$ cat config.mk
export PLATFORM = sky130hd
export DESIGN_NAME = host_cmd_sequencer
export DESIGN_NICKNAME = d
export VERILOG_FILES = /design/src/rtl/host_cmd_sequencer.sv
export SDC_FILE = /design/constraint.sdc
export NUM_CORES = 1
export LEC_CHECK = 0
export BUFFER_PORTS_ARGS = -buffer_cell sky130_fd_sc_hd__buf_2
export CAP_MARGIN = 15
export CORE_MARGIN = 1
export CORE_UTILIZATION = 40
export CTS_BUF_LIST = sky130_fd_sc_hd__clkbuf_4 sky130_fd_sc_hd__clkbuf_8 sky130_fd_sc_hd__clkbuf_16
export DETAILED_ROUTE_END_ITERATION = 12
export GPL_ROUTABILITY_DRIVEN = 0
export SLEW_MARGIN = 20
export SYNTH_ARGS = -nofsm -noshare
export SYNTH_HDL_FRONTEND = slang
export SYNTH_HIERARCHICAL = 1
export SYNTH_SLANG_ARGS = --single-unit
$ cat constraint.sdc
create_clock -name clk -period 5.5 [get_ports clk]
set_input_delay 0.275 -clock clk [delete_from_list [all_inputs] [get_ports clk]]
set_output_delay 0.275 -clock clk [all_outputs]
set_load 0.1 [all_outputs]
$ cat src/rtl/host_cmd_sequencer.sv
// Queued WRITE/READ/WAIT/DELAY command master for the Top m0 port. WRITE takes 3 cycles with grant high, READ 2+RD_LAT.
// Backpressure: cmd_ready drops while the command FIFO is full; a freed slot is visible the cycle after a pop.

module hcs_fifo #(
  parameter int W     = 8,
  parameter int DEPTH = 8
) (
  input  logic         clk,
  input  logic         reset,
  input  logic         push_vld,
  input  logic [W-1:0] push_dat,
  input  logic         pop,
  output logic [W-1:0] head_dat,
  output logic         full,
  output logic         empty
);
  localparam int AW = $clog2(DEPTH);

  logic [W-1:0]  mem [DEPTH];
  logic [AW-1:0] wr_ptr, rd_ptr;
  logic [AW:0]   count;
  logic          do_push, do_pop;

  assign full     = (count == (AW+1)'(DEPTH));
  assign empty    = (count == '0);
  assign do_push  = push_vld && !full;
  assign do_pop   = pop && !empty;
  assign head_dat = mem[rd_ptr];

  always_ff @(posedge clk or posedge reset) begin
    if (reset) begin
      wr_ptr <= '0;
      rd_ptr <= '0;
      count  <= '0;
    end else begin
      if (do_push) wr_ptr <= wr_ptr + 1'b1;
      if (do_pop)  rd_ptr <= rd_ptr + 1'b1;
      count <= count + (AW+1)'(do_push) - (AW+1)'(do_pop);
    end
  end

  always_ff @(posedge clk) begin
    if (do_push) mem[wr_ptr] <= push_dat;
  end
endmodule

module host_cmd_sequencer #(
  parameter int DEPTH   = 8,
  parameter int TIMEOUT = 1024,
  parameter int RD_LAT  = 1
) (
  input  logic        clk,
  input  logic        reset,
  input  logic        cmd_valid,
  output logic        cmd_ready,
  input  logic [2:0]  cmd_op,
  input  logic [15:0] cmd_addr,
  input  logic [31:0] cmd_data,
  output logic        m0_req,
  output logic        m0_wr,
  output logic [15:0] m0_addr,
  output logic [31:0] m0_dout,
  input  logic        m0_grant,
  input  logic [31:0] m_din,
  input  logic        d_interrupt,
  input  logic        a_interrupt,
  output logic        rd_valid,
  output logic [31:0] rd_data,
  output logic        busy,
  output logic        err,
  output logic [1:0]  err_code,
  input  logic        err_clr
);
  localparam logic [2:0] OP_WRITE     = 3'd0;
  localparam logic [2:0] OP_READ      = 3'd1;
  localparam logic [2:0] OP_WAIT_DIRQ = 3'd2;
  localparam logic [2:0] OP_WAIT_AIRQ = 3'd3;
  localparam logic [2:0] OP_DELAY     = 3'd4;

  typedef struct packed {
    logic [2:0]  op;
    logic [15:0] addr;
    logic [31:0] data;
  } cmd_t;

  typedef enum logic [2:0] {S_IDLE, S_REQ, S_WR, S_RD, S_WAIT_IRQ, S_DELAY, S_ERR} state_t;

  state_t      state, state_nxt;
  cmd_t        push_cmd, head, cur;
  logic        fifo_full, fifo_empty, pop;
  logic [15:0] tcnt;
  logic        last_bus;
  logic        timeout_hit, rd_done, delay_done, irq;
  logic        err_set;
  logic [1:0]  err_set_code;

  assign push_cmd = {cmd_op, cmd_addr, cmd_data};

  hcs_fifo #(.W($bits(cmd_t)), .DEPTH(DEPTH)) u_fifo (
    .clk      (clk),
    .reset    (reset),
    .push_vld (cmd_valid),
    .push_dat (push_cmd),
    .pop      (pop),
    .head_dat (head),
    .full     (fifo_full),
    .empty    (fifo_empty)
  );

  assign cmd_ready   = !fifo_full;
  assign pop         = (state == S_IDLE) && !fifo_empty;
  assign busy        = (state != S_IDLE) || !fifo_empty;
  assign timeout_hit = (tcnt == 16'(TIMEOUT - 1));
  assign rd_done     = (tcnt == 16'(RD_LAT - 1));
  assign delay_done  = ({1'b0, tcnt} + 17'd1) >= {1'b0, cur.data[15:0]};
  assign irq         = (cur.op == OP_WAIT_AIRQ) ? a_interrupt : d_interrupt;

  always_comb begin
    state_nxt    = state;
    err_set      = 1'b0;
    err_set_code = 2'b00;
    m0_req       = 1'b0;
    m0_wr        = 1'b0;
    m0_addr      = 16'hFFFF;
    m0_dout      = '0;
    case (state)
      S_IDLE: begin
        // Keep the bus between back-to-back bus commands so the DMAC cannot slip in.
        m0_req = last_bus && !fifo_empty && (head.op == OP_WRITE || head.op == OP_READ);
        if (!fifo_empty) begin
          case (head.op)
            OP_WRITE, OP_READ:          state_nxt = S_REQ;
            OP_WAIT_DIRQ, OP_WAIT_AIRQ: state_nxt = S_WAIT_IRQ;
            OP_DELAY:                   state_nxt = S_DELAY;
            default: begin
              state_nxt    = S_ERR;
              err_set      = 1'b1;
              err_set_code = 2'b11;
            end
          endcase
        end
      end
      S_REQ: begin
        m0_req  = 1'b1;
        m0_addr = cur.addr;
        if (m0_grant) begin
          state_nxt = (cur.op == OP_WRITE) ? S_WR : S_RD;
        end else if (timeout_hit) begin
          state_nxt    = S_ERR;
          err_set      = 1'b1;
          err_set_code = 2'b01;
        end
      end
      S_WR: begin
        m0_req    = 1'b1;
        m0_wr     = 1'b1;
        m0_addr   = cur.addr;
        m0_dout   = cur.data;
        state_nxt = S_IDLE;
      end
      S_RD: begin
        m0_req  = 1'b1;
        m0_addr = cur.addr;
        if (rd_done) state_nxt = S_IDLE;
      end
      S_WAIT_IRQ: begin
        if (irq) begin
          state_nxt = S_IDLE;
        end else if (timeout_hit) begin
          state_nxt    = S_ERR;
          err_set      = 1'b1;
          err_set_code = 2'b10;
        end
      end
      S_DELAY: begin
        if (delay_done) state_nxt = S_IDLE;
      end
      S_ERR: begin
        if (err_clr) state_nxt = S_IDLE;
      end
      default: state_nxt = S_IDLE;
    endcase
  end

  always_ff @(posedge clk or posedge reset) begin
    if (reset) begin
      state    <= S_IDLE;
      cur      <= '0;
      tcnt     <= '0;
      last_bus <= 1'b0;
      rd_valid <= 1'b0;
      rd_data  <= '0;
      err      <= 1'b0;
      err_code <= 2'b00;
    end else begin
      state    <= state_nxt;
      last_bus <= (state_nxt == S_IDLE) && (state == S_WR || state == S_RD);
      rd_valid <= (state == S_RD) && (state_nxt == S_IDLE);
      if (state == S_RD && state_nxt == S_IDLE) rd_data <= m_din;
      if (pop) cur <= head;
      if (state_nxt != state) tcnt <= '0;
      else if (tcnt != 16'hFFFF) tcnt <= tcnt + 16'd1;
      if (err_set) begin
        err      <= 1'b1;
        err_code <= err_set_code;
      end else if (state == S_ERR && err_clr) begin
        err      <= 1'b0;
        err_code <= 2'b00;
      end
    end
  end
endmodule

==> results by group <==
Clock tree
  • Post-CTS Resized: 0
  • Clk_lat worst skew: 0.60 ns
  • CTS tree: done
  • Num CTS Buffers: 54
  • Clk buf depth: 3
  • H-tree lvl count: 2
  • Number of setup buffers added after CTS: 0
  • Clock sinks: ~530
  • Clock Tree Root: clkbuf_16
  • Reg clk slew, reported paths: 0.06 ns

Setup path
  • Crit path required time: 5.94 ns
  • CP max FO: 16
  • CP Launch Type: flop
  • Crit path kind: reg2reg
  • CP arrival: 4.13 ns
  • Reg2reg path depth: 12
  • Worst setup EP type: flop
  • Internal reg-to-reg setup slack: 1.81 ns

Final layout
  • Filler cells: 4416
  • Final Cell Area: 25600 um2
  • NumNets Final: 1527
  • Layout cells sized above 1: 0.360
  • Area grow syn2layout: 20.1%
  • Commonest non-fill, non-tap cell in the layout: edfxtp_1
  • Most frequent cells in the layout: edfxtp_1 (408), buf_2 (177), mux2_2 (121)

Power
  • Worst vdd ir: 379 uV
  • Total power: 14.9 mW
  • Pwr dens: 581 nW/um2
  • Pleak: ~9.4 nW

Floorplanning
  • Core box area: roughly 53000 um2
  • Initial Util: 0.405
  • Io pins: 178
  • FP Rows: 84
  • Die X: roughly 230 um
  • DIE AREA: 54100 um2
  • Die height: 233 um

Yosys
  • Synthesized instance count: 1121
  • Synth Area in Simple Gates: 0.0470
  • Post-Syn Area per Cell: between 15 and 20 um2
  • Ys flop type: edfxtp_1
  • XOR/XNOR share of the synthesized area: 0.00864
  • Post-synthesis mux area share: 0.176
  • Synthesized cell area: about 21000 um2
  • Synth Area in Adders: 0.0162
  • Seq/Total Area, Yosys: 0.713
  • Main combinational cell family by area after synthesis: multiplexers
  • Synth warn: 6
  • Synthesized Nets: 1238
  • Post-synthesis compound-gate area fraction: 0.0175
  • EDFF count, synth: 408
  • Post-synthesis cell type count: 57
  • Post-synthesis async set-or-reset flop share: 0.223
  • Yosys reg bits: 525

Timing
  • # setup viols final: 0
  • RSZ-0062 raised after global routing: no
  • Worst-Margin Slew: 1.11 ns
  • Final Hold Viols: 0
  • Max transition margin: 0.239
  • Fmax: 271 MHz
  • Fin crit period: 3.69 ns
  • Tcrit/Tclk final: 0.671
  • Final Skew: 0.0163 ns
  • Max Slew Vio Count: 0
  • Worst hold margin: between 0.1 and 0.15 ns
  • Fin Setup TNS: 0 ns

Global route
  • Initial antenna violation count: 7
  • Vias in the first global route: 11600
  • Pin count of the biggest net entering global routing: 61
  • GR Util All Layers: 0.173
  • Total grt overflow: 0
  • Global-route wire length before repair: ~70 mm

Placed design
  • HPWL Detailed: between 20 and 30 mm
  • Port bufs: 177
  • Post-Place Cell Area: 22900 um2

Drt
  • Drt drc: 0
  • Drt total wl: 46.3 mm
  • Wire per inst: 21.6 um
  • Vias per cell: 5.15
  • Final ANT Viol Nets: 0
  • Drt initial violations: 833
  • DR vias: 11000
  • First-pass iteration count of the detailed router: 5

Status
  • Status: finished clean

Hold path
  • Hold path depth: 4
  • Worst hold path type: in2reg

Run
  • Max Cap Viol: 0
## state kept, by name, indices dropped and copies added (netlist names)
register       count
state              3
u_fifo/rd_ptr      3
rd_data           32
u_fifo/mem       408
tcnt              16
rd_valid           1
cur               51
u_fifo/count       4
err_code           2
err                1
last_bus           1
u_fifo/wr_ptr      3
## worst max-delay path, cell delays in order (launching register included)
cell	delay (ns)
dfrtp_1	0.41
ha_1	0.22
and4_1	0.30
nand2_1	0.16
nor2b_1	0.25
xor2_1	0.11
ha_1	0.29
and4_1	0.23
nand3_1	0.09
o311ai_1	0.42
a2111oi_4	0.16
o311ai_4	0.74
nor3_1	0.14
## timing repair
action | in CTS | in global routing
setup endpoints to repair | 0 | 0
hold endpoints to repair | 501 | 0
hold buffers | 85 | 0
## Yosys cell counts, types with 3 or more instances
cell type	number	area (um2)
edfxtp_1	408	12300
mux2_2	121	1360
dfrtp_1	117	2930
mux4_2	82	1850
nor2_1	46	173
inv_1	32	120
nand2_1	32	120
ha_1	26	325
o21ai_0	25	125
nor3_1	22	110
clkbuf_1	20	75.1
mux4_1	20	526
and2_1	18	113
or2_2	17	106
nand3_1	13	65.1
xnor2_1	13	114
buf_1	10	37.5
a21oi_1	9	45.0
xor2_1	8	70.1
and3_1	6	37.5
and4_1	6	52.6
buf_2	6	30.0
buf_12	5	100
buf_6	5	56.3
nand3b_1	5	37.5
nand4_1	4	25.0
a211oi_1	3	22.5
a21o_1	3	22.5
buf_4	3	22.5
nand2b_1	3	18.8
## through the flow
| stage | setup WS (ns) | utilization | instances |
|---|---|---|---|
| 6_report | 1.81 | 0.486 | 2145 |
| 5_1_grt | 1.50 | 0.486 | 2144 |
| 4_1_cts | 1.79 | 0.486 | 2142 |
| 3_5_place_dp | 1.84 | 0.436 | 1957 |
| 3_3_place_gp | 1.90 | 0.436 | 1957 |
| 2_1_floorplan | 0.592 | - | 1121 |
## worst paths after layout
path / startpoint / end
worst min-delay path: d_interrupt / state[2]
max in group asynchronous: reset / rd_data[12]
worst max register to register: tcnt[0] / tcnt[11]
worst min register to register: rd_data[30] / rd_data[30]
worst max-delay path: tcnt[0] / tcnt[11]
min in group asynchronous: reset / u_fifo/count[3]
## where the power goes
part           leakage, nW  total, mW  internal (mW)  switching, mW
registers             5.13       5.70           5.16          0.534
logic                 3.35       5.53           1.96           3.57
clock network        0.890       3.63           2.14           1.49
## routing by layer
metal  vias to the layer above  share of wire  track usage
li1                       5004              -            -
met1                      5705           0.44        0.233
met2                       266           0.49        0.290
met3                        60          0.055       0.0350
met4                         4          0.016       0.0386
met5                         -        0.00065            0
## cell type report
type	count	area (um2)	area share
sequential	525	15200	0.594
multi-input combinational	514	5720	0.224
timing repair buffer	282	1890	0.0738
clock buffer	70	1480	0.0580
tap	688	861	0.0337
clock inverter	30	292	0.0114
inverter	33	126	0.00494
antenna	3	7.51	0.000294
## cells by family after synthesis
kind of cell,after synthesis
mux,225
buf+inv,82
simple gates,187
flops,525
fa+ha+maj,27
compound gates,54
xor+xnor,21
(Power assumes the default switching activity.)
